$ cat config.mk
export PLATFORM = sky130hd
export DESIGN_NAME = pong_pixel_gen_flat
export DESIGN_NICKNAME = d
export VERILOG_FILES = /design/src/rtl/pong_pkg.sv /design/src/rtl/pong_pixel_gen_if.sv /design/src/rtl/pong_ball_fsm.sv /design/src/rtl/pong_pixel_gen.sv /design/src/flat_wrapper.sv
export SDC_FILE = /design/constraint.sdc
export NUM_CORES = 1
export LEC_CHECK = 0
export BUFFER_PORTS_ARGS = -buffer_cell sky130_fd_sc_hd__buf_4
export CAP_MARGIN = 20
export CELL_PAD_IN_SITES_DETAIL_PLACEMENT = 0
export CELL_PAD_IN_SITES_GLOBAL_PLACEMENT = 2
export CORE_AREA = 3 3 186 116
export CTS_CLUSTER_DIAMETER = 80
export DETAILED_ROUTE_END_ITERATION = 6
export DIE_AREA = 0 0 189 119
export PLACE_DENSITY_LB_ADDON = 0.1
export SLEW_MARGIN = 20
export SYNTH_ARGS = -nofsm -noshare
export SYNTH_HDL_FRONTEND = slang
export SYNTH_SLANG_ARGS = --single-unit
$ cat constraint.sdc
create_clock -name clk -period 4 [get_ports clk]
set_input_delay 0.2 -clock clk [delete_from_list [all_inputs] [get_ports clk]]
set_output_delay 0.2 -clock clk [all_outputs]
set_load 0.01 [all_outputs]
$ cat src/rtl/pong_pkg.sv
// pong_pkg: state encoding, default geometry and colour codes shared by the pong pixel generator.
package pong_pkg;
  typedef enum logic [1:0] {SERVE = 2'd0, PLAY = 2'd1, MISS = 2'd2} state_t;
  typedef logic [2:0] rgb_t;
  localparam int H_ACTIVE_DEF = 640;
  localparam int V_ACTIVE_DEF = 480;
  localparam int PADDLE_W_DEF = 100;
  localparam int PADDLE_H_DEF = 20;
  localparam int PADDLE_TOP_DEF = 450;
  localparam int BALL_SIZE_DEF = 20;
  localparam int BALL_STEP_DEF = 2;
  localparam int SERVE_FRAMES_DEF = 60;
  localparam int COLOR_W_DEF = 4;
  localparam rgb_t WHITE = 3'b111;
  localparam rgb_t CYAN = 3'b011;
  localparam rgb_t RED = 3'b100;
  localparam rgb_t BLACK = 3'b000;
endpackage

$ cat src/rtl/pong_pixel_gen_if.sv
// pong_pixel_gen_if: sync-counter/sensor inputs and colour/status outputs of the pong pixel generator.
interface pong_pixel_gen_if #(parameter int COLOR_W = 4);
  logic [9:0] pixel_x, pixel_y, display_x;
  logic video_on;
  logic [COLOR_W-1:0] red, green, blue;
  logic [1:0] game_state;
  logic [7:0] miss_count;
  modport master (output pixel_x, pixel_y, video_on, display_x, input red, green, blue, game_state, miss_count);
  modport slave (input pixel_x, pixel_y, video_on, display_x, output red, green, blue, game_state, miss_count);
endinterface

$ cat src/rtl/pong_ball_fsm.sv
// pong_ball_fsm: serve/play/miss ball physics, advanced only on the frame tick.
module pong_ball_fsm
  import pong_pkg::*;
#(
  parameter int H_ACTIVE = H_ACTIVE_DEF,
  parameter int V_ACTIVE = V_ACTIVE_DEF,
  parameter int PADDLE_TOP = PADDLE_TOP_DEF,
  parameter int BALL_SIZE = BALL_SIZE_DEF,
  parameter int BALL_STEP = BALL_STEP_DEF,
  parameter int SERVE_FRAMES = SERVE_FRAMES_DEF
) (
  input  logic        clk,
  input  logic        reset,
  input  logic        tick_i,
  input  logic [10:0] pad_l_i,
  input  logic [10:0] pad_r_i,
  output logic [10:0] ball_x_o,
  output logic [10:0] ball_y_o,
  output state_t      state_o,
  output logic [7:0]  miss_count_o
);
  localparam logic [10:0] STP = 11'(BALL_STEP);
  localparam logic [10:0] SZ = 11'(BALL_SIZE);
  localparam logic [10:0] X0 = 11'((H_ACTIVE - BALL_SIZE) / 2);
  localparam logic [10:0] Y0 = 11'((V_ACTIVE - BALL_SIZE) / 2);
  localparam logic [10:0] XMAX = 11'(H_ACTIVE - 1 - BALL_SIZE);
  localparam logic [10:0] YMAX = 11'(V_ACTIVE - 1 - BALL_SIZE);
  localparam logic [10:0] HM1 = 11'(H_ACTIVE - 1);
  localparam logic [10:0] VM1 = 11'(V_ACTIVE - 1);
  localparam logic [10:0] PT = 11'(PADDLE_TOP);
  state_t state_q, state_d;
  logic [10:0] x_q, x_d, y_q, y_d, nx, ny;
  logic dx_q, dx_d, dy_q, dy_d, ndx, ndy, hit, miss;
  logic [15:0] cnt_q, cnt_d;
  logic [7:0] miss_q, miss_d;
  // a paddle hit wins over the miss test so a last-moment save still bounces
  assign hit = dy_q && y_q + SZ >= PT - STP && y_q + SZ <= PT && x_q < pad_r_i && x_q + SZ > pad_l_i;
  assign miss = !hit && y_q + SZ >= VM1;
  assign ndx = x_q + SZ + STP >= HM1 ? 1'b0 : x_q <= STP + 11'd1 ? 1'b1 : dx_q;
  assign ndy = hit ? 1'b0 : y_q <= STP + 11'd1 ? 1'b1 : dy_q;
  assign nx = ndx ? (x_q + STP > XMAX ? XMAX : x_q + STP) : (x_q <= STP ? 11'd1 : x_q - STP);
  assign ny = ndy ? (y_q + STP > YMAX ? YMAX : y_q + STP) : (y_q <= STP ? 11'd1 : y_q - STP);
  always_comb begin
    state_d = state_q;
    x_d = x_q;
    y_d = y_q;
    dx_d = dx_q;
    dy_d = dy_q;
    cnt_d = cnt_q;
    miss_d = miss_q;
    if (tick_i) begin
      case (state_q)
        SERVE: begin
          state_d = cnt_q == 16'(SERVE_FRAMES - 1) ? PLAY : SERVE;
          cnt_d = cnt_q == 16'(SERVE_FRAMES - 1) ? 16'd0 : cnt_q + 16'd1;
        end
        PLAY: begin
          dx_d = ndx;
          dy_d = ndy;
          x_d = nx;
          y_d = ny;
          state_d = miss ? MISS : PLAY;
          miss_d = miss ? miss_q + 8'(miss_q != 8'hFF) : miss_q;
        end
        MISS: begin
          state_d = SERVE;
          x_d = X0;
          y_d = Y0;
          dx_d = !dx_q;
          dy_d = 1'b0;
        end
        default: state_d = SERVE;
      endcase
    end
  end
  always_ff @(posedge clk) begin
    if (reset) begin
      state_q <= SERVE;
      x_q <= X0;
      y_q <= Y0;
      dx_q <= 1'b1;
      dy_q <= 1'b0;
      cnt_q <= 16'd0;
      miss_q <= 8'd0;
    end else begin
      state_q <= state_d;
      x_q <= x_d;
      y_q <= y_d;
      dx_q <= dx_d;
      dy_q <= dy_d;
      cnt_q <= cnt_d;
      miss_q <= miss_d;
    end
  end
  assign ball_x_o = x_q;
  assign ball_y_o = y_q;
  assign state_o = state_q;
  assign miss_count_o = miss_q;
endmodule

$ cat src/rtl/pong_pixel_gen.sv
// pong_pixel_gen: frame tick, paddle edges and registered border/ball/paddle colour mux.
module pong_pixel_gen
  import pong_pkg::*;
#(
  parameter int H_ACTIVE = H_ACTIVE_DEF,
  parameter int V_ACTIVE = V_ACTIVE_DEF,
  parameter int PADDLE_W = PADDLE_W_DEF,
  parameter int PADDLE_H = PADDLE_H_DEF,
  parameter int PADDLE_TOP = PADDLE_TOP_DEF,
  parameter int BALL_SIZE = BALL_SIZE_DEF,
  parameter int BALL_STEP = BALL_STEP_DEF,
  parameter int SERVE_FRAMES = SERVE_FRAMES_DEF,
  parameter int COLOR_W = COLOR_W_DEF
) (
  input logic             clk,
  input logic             reset,
  pong_pixel_gen_if.slave bus
);
  localparam logic [10:0] HALF = 11'(PADDLE_W / 2);
  localparam logic [10:0] HM1 = 11'(H_ACTIVE - 1);
  localparam logic [10:0] VM1 = 11'(V_ACTIVE - 1);
  localparam logic [10:0] PT = 11'(PADDLE_TOP);
  localparam logic [10:0] PB = 11'(PADDLE_TOP + PADDLE_H);
  localparam logic [10:0] SZ = 11'(BALL_SIZE);
  logic [10:0] px, py, dsp, pad_l, pad_r, bx, by;
  logic tick, border, in_ball, in_pad;
  state_t state;
  rgb_t rgb_d, rgb_q;
  assign px = {1'b0, bus.pixel_x};
  assign py = {1'b0, bus.pixel_y};
  assign dsp = {1'b0, bus.display_x};
  assign tick = bus.pixel_x == 10'd0 && bus.pixel_y == 10'(V_ACTIVE);
  // saturate both edges so a paddle near either wall never wraps
  assign pad_l = dsp < HALF ? 11'd0 : dsp - HALF;
  assign pad_r = dsp + HALF > HM1 ? HM1 : dsp + HALF;
  pong_ball_fsm #(
    .H_ACTIVE(H_ACTIVE), .V_ACTIVE(V_ACTIVE), .PADDLE_TOP(PADDLE_TOP),
    .BALL_SIZE(BALL_SIZE), .BALL_STEP(BALL_STEP), .SERVE_FRAMES(SERVE_FRAMES)
  ) u_ball (
    .clk(clk), .reset(reset), .tick_i(tick), .pad_l_i(pad_l), .pad_r_i(pad_r),
    .ball_x_o(bx), .ball_y_o(by), .state_o(state), .miss_count_o(bus.miss_count)
  );
  assign border = px == 11'd0 || px == HM1 || py == 11'd0 || py == VM1;
  assign in_ball = px >= bx && px < bx + SZ && py >= by && py < by + SZ;
  assign in_pad = px >= pad_l && px < pad_r && py >= PT && py < PB;
  always_comb rgb_d = !bus.video_on ? BLACK : border ? WHITE : in_ball ? (state == MISS ? RED : CYAN) : in_pad ? CYAN : BLACK;
  always_ff @(posedge clk) rgb_q <= reset ? BLACK : rgb_d;
  assign bus.red = {COLOR_W{rgb_q[2]}};
  assign bus.green = {COLOR_W{rgb_q[1]}};
  assign bus.blue = {COLOR_W{rgb_q[0]}};
  assign bus.game_state = state;
endmodule

$ cat src/flat_wrapper.sv
// flat-port wrapper written by rule: the top's interface ports become plain ports
module pong_pixel_gen_flat import pong_pkg::*;
#(
  parameter int H_ACTIVE = H_ACTIVE_DEF,
  parameter int V_ACTIVE = V_ACTIVE_DEF,
  parameter int PADDLE_W = PADDLE_W_DEF,
  parameter int PADDLE_H = PADDLE_H_DEF,
  parameter int PADDLE_TOP = PADDLE_TOP_DEF,
  parameter int BALL_SIZE = BALL_SIZE_DEF,
  parameter int BALL_STEP = BALL_STEP_DEF,
  parameter int SERVE_FRAMES = SERVE_FRAMES_DEF,
  parameter int COLOR_W = COLOR_W_DEF
)
  (clk, reset, bus_pixel_x, bus_pixel_y, bus_video_on, bus_display_x, bus_red, bus_green, bus_blue, bus_game_state, bus_miss_count);
  pong_pixel_gen_if #(.COLOR_W(COLOR_W)) bus_i ();
  input logic clk;
  input logic reset;
  input wire logic [$bits(bus_i.pixel_x)-1:0] bus_pixel_x;
  input wire logic [$bits(bus_i.pixel_y)-1:0] bus_pixel_y;
  input wire logic [$bits(bus_i.video_on)-1:0] bus_video_on;
  input wire logic [$bits(bus_i.display_x)-1:0] bus_display_x;
  output wire logic [$bits(bus_i.red)-1:0] bus_red;
  output wire logic [$bits(bus_i.green)-1:0] bus_green;
  output wire logic [$bits(bus_i.blue)-1:0] bus_blue;
  output wire logic [$bits(bus_i.game_state)-1:0] bus_game_state;
  output wire logic [$bits(bus_i.miss_count)-1:0] bus_miss_count;
  assign bus_i.pixel_x = bus_pixel_x;
  assign bus_i.pixel_y = bus_pixel_y;
  assign bus_i.video_on = bus_video_on;
  assign bus_i.display_x = bus_display_x;
  assign bus_red = bus_i.red;
  assign bus_green = bus_i.green;
  assign bus_blue = bus_i.blue;
  assign bus_game_state = bus_i.game_state;
  assign bus_miss_count = bus_i.miss_count;
  pong_pixel_gen #(.H_ACTIVE(H_ACTIVE), .V_ACTIVE(V_ACTIVE), .PADDLE_W(PADDLE_W), .PADDLE_H(PADDLE_H), .PADDLE_TOP(PADDLE_TOP), .BALL_SIZE(BALL_SIZE), .BALL_STEP(BALL_STEP), .SERVE_FRAMES(SERVE_FRAMES), .COLOR_W(COLOR_W)) u_core (.clk(clk), .reset(reset), .bus(bus_i));
endmodule
==> flow_metrics.tcl <==
set metrics [dict create \
    status "complete, no violations" \
    cp-end-kind "flop" \
    grt_max_degree 28 \
    clock_latency_ps 300 \
    gp_congestion 0.915 \
    tightest_slew_ps 1110 \
    ys_warn_count 0 \
    cts_hold_buf 0 \
    drt_wl_total_um 23600 \
    synth-adder-area-share 0.199 \
    viasPerCell 5.49 \
    fillCellCount 2061 \
    drc 0 \
    fin_util 0.386 \
    hold_path.class "input pin to flop" \
    tns_ps 0 \
    final_area_mm2 0.00767 \
    cts_tree "built" \
    initial_core_util 0.320 \
    finalCritPeriodShare 0.956 \
    timing.max_cap.violations 0 \
    die_x_um 189 \
    cts_buffers 5 \
    yosys.area_share.simple 0.262 \
    synthFlopType "dfxtp_1" \
    antenna_found_initial 1 \
    grt_use_total 0.205 \
    syn_nets 1002 \
    cts.root.buffer_cell "clkbuf_16" \
    path_max_fanout 6 \
    synth_edf_count 0 \
    cp.arrival_ps 4060 \
    drv_slew 0 \
    grt_pass1_vias 6402 \
    clock_skew_ps 4.44 \
    path_clk_slew_ps 80 \
    ys_async_sr_fraction 0 \
    synth-xor-area-share 0.0855 \
    h-tree-depth 2 \
    start_kind "input pin" \
    cts_buffer_depth 2 \
    synth_top_family_by_area "simple AND/OR/NAND/NOR gates" \
    slew-limit-headroom 0.255 \
    hold_viol_final 0 \
    layout_min_cycle_time_ps 3820 \
    drt_iter0_drc 552 \
    syn_avg_cell_area_um2 7.31 \
    power_density_mw_per_mm2 178 \
    area_delta_synth_final_pct 20.7 \
    cts_num_sinks 52 \
    ant_nets 0 \
    drive_gt1_frac 0.170 \
    seq_area_frac_synth 0.164 \
    regArea_mm2 0.00104 \
    required_ps 4240 \
    pin_count 55 \
    leakagePower_nw 3.26 \
    num_rows 40 \
    dpl_cell_area_mm2 0.00736 \
    core-area_mm2 0.0199 \
    path_class "input pin to flop" \
    synth_compound_area_frac 0.214 \
    netlist_area_mm2 0.00635 \
    io_buffers 54 \
    synthMuxAreaShare 0.00473 \
    wl_per_cell_um 19.3 \
    vias 6699 \
    firstDrtPassIters 5 \
    synthCells 869 \
    p_total_mw 1.36 \
    hold_ws_ps 198 \
    ys_ff_latch 52 \
    dieArea_mm2 0.0225 \
    ir_drop_mv 0.114 \
    final_nets 1079 \
    dieHeight_um 119 \
    setup_viol 0 \
    grt_pass1_wl_um 36800 \
    insertedDiodeCount 0 \
    multi_input_area_mm2 0.00498 \
    grt.overflow.total 0 \
    fmax_ghz 0.262 \
    synthDistinctLibCells 64 \
    hpwl_um 19300 \
]
-- Yosys cell counts (11+ instances only) --
| library cell | instances | area, um^2 |
|---|---|---|
| xnor2_1 | 39 | 342 |
| clkbuf_1 | 38 | 143 |
| xor2_1 | 23 | 201 |
| nor4_1 | 13 | 81.3 |
| buf_4 | 11 | 82.6 |
| nand2_1 | 66 | 248 |
| a211oi_1 | 11 | 82.6 |
| ha_1 | 100 | 1250 |
| nor2_1 | 86 | 323 |
| a21oi_1 | 55 | 275 |
| dfxtp_1 | 52 | 1040 |
| inv_1 | 50 | 188 |
| o21ai_0 | 50 | 250 |
| and3_1 | 12 | 75.1 |
| nor3_1 | 41 | 205 |
| nand3_1 | 30 | 150 |
| nand2b_1 | 11 | 68.8 |
| nand4_1 | 22 | 138 |
| nor2b_1 | 13 | 81.3 |
-- metal layers --
layer / global-route usage / wire, um
met4: 0.0316 / 164
met5: 0 / 0
met3: 0.0385 / 1620
met1: 0.341 / 13100
met2: 0.266 / 8680
-- placed cells by master, fill, tap and decap left out, types with 30 or more instances in the layout --
master	instances
ha_1	97
nor3_1	40
nand3_1	30
nand2_1	65
inv_1	48
buf_4	120
nor2_1	82
a21oi_1	52
dfxtp_1	52
o21ai_0	50
xnor2_1	39
-- worst paths after layout --
check,start,to,slack [ps],depth (start not counted)
max,bus_display_x[2],u_core.u_ball.ball_y_o[6],180,21
min,bus_video_on,u_core.rgb_q[2],200,3
max reg2reg,u_core.u_ball.ball_x_o[4],u_core.u_ball.ball_y_o[10],320,17
min reg2reg,u_core.u_ball.cnt_q[15],u_core.u_ball.cnt_q[15],520,2
-- repair_timing --
| action | 4_1_cts | 5_1_grt |
|---|---|---|
| endpoints found under the setup margin | 0 | 12 |
| setup buffers | 0 | 4 |
| hold endpoints to repair | 0 | 0 |
| gates resized for setup | 0 | 25 |
-- per-stage QoR --
step                      std cells  worst slack (ps)
after detailed placement       1207              -238
final                          1220               177
after global routing           1220             -59.7
after CTS                      1215              46.2
after floorplan                 869              89.5
after global placement         1207              -155
-- cells by family (layout without fill, tap and decap cells) --
| group | Yosys count | count (layout) |
|---|---|---|
| compound gates | 212 | 213 |
| xor+xnor | 62 | 62 |
| fa+ha+maj | 101 | 101 |
| buf+inv | 104 | 181 |
| flops | 52 | 52 |
| mux | 3 | 3 |
| other cells | 1 | 1 |
| simple gates | 334 | 334 |
-- critical path, stage by stage --
cell	delay, ps
buf_4	120
buf_4	150
a311oi_4	350
buf_4	180
nand4_1	110
a21oi_2	140
o32a_1	270
o21ai_4	130
nor3_4	310
ha_4	180
o21ai_0	70
o21bai_1	180
a211oi_1	110
maj3_2	310
or3_1	320
o22ai_2	220
buf_12	150
buf_4	130
nor2_1	50
a221o_1	270
a21oi_2	110
-- sequential cells by signal, indices dropped and copies added, names as in the netlist --
register,cells
u_core.u_ball.dy_q,1
u_core.u_ball.ball_y_o,11
u_core.u_ball.miss_count_o,8
u_core.u_ball.cnt_q,16
u_core.u_ball.state_o,2
u_core.u_ball.dx_q,1
u_core.rgb_q,2
u_core.u_ball.ball_x_o,11
-- report_power, final --
part	internal (mW)	leakage, nW	switching (mW)
Clock	0.299	0.0815	0.216
Combinational	0.146	2.76	0.186
Sequential	0.517	0.419	0.000314
-- layout make-up --
type	instances	area share
clock inverters	2	0.00506
clock buffers	6	0.0168
repair buffers	122	0.123
well taps	273	0.0445
multi-input cells	714	0.650
inverters	51	0.0250
flip-flops and latches	52	0.136
No activity file was read; power rests on OpenSTA's default activity.
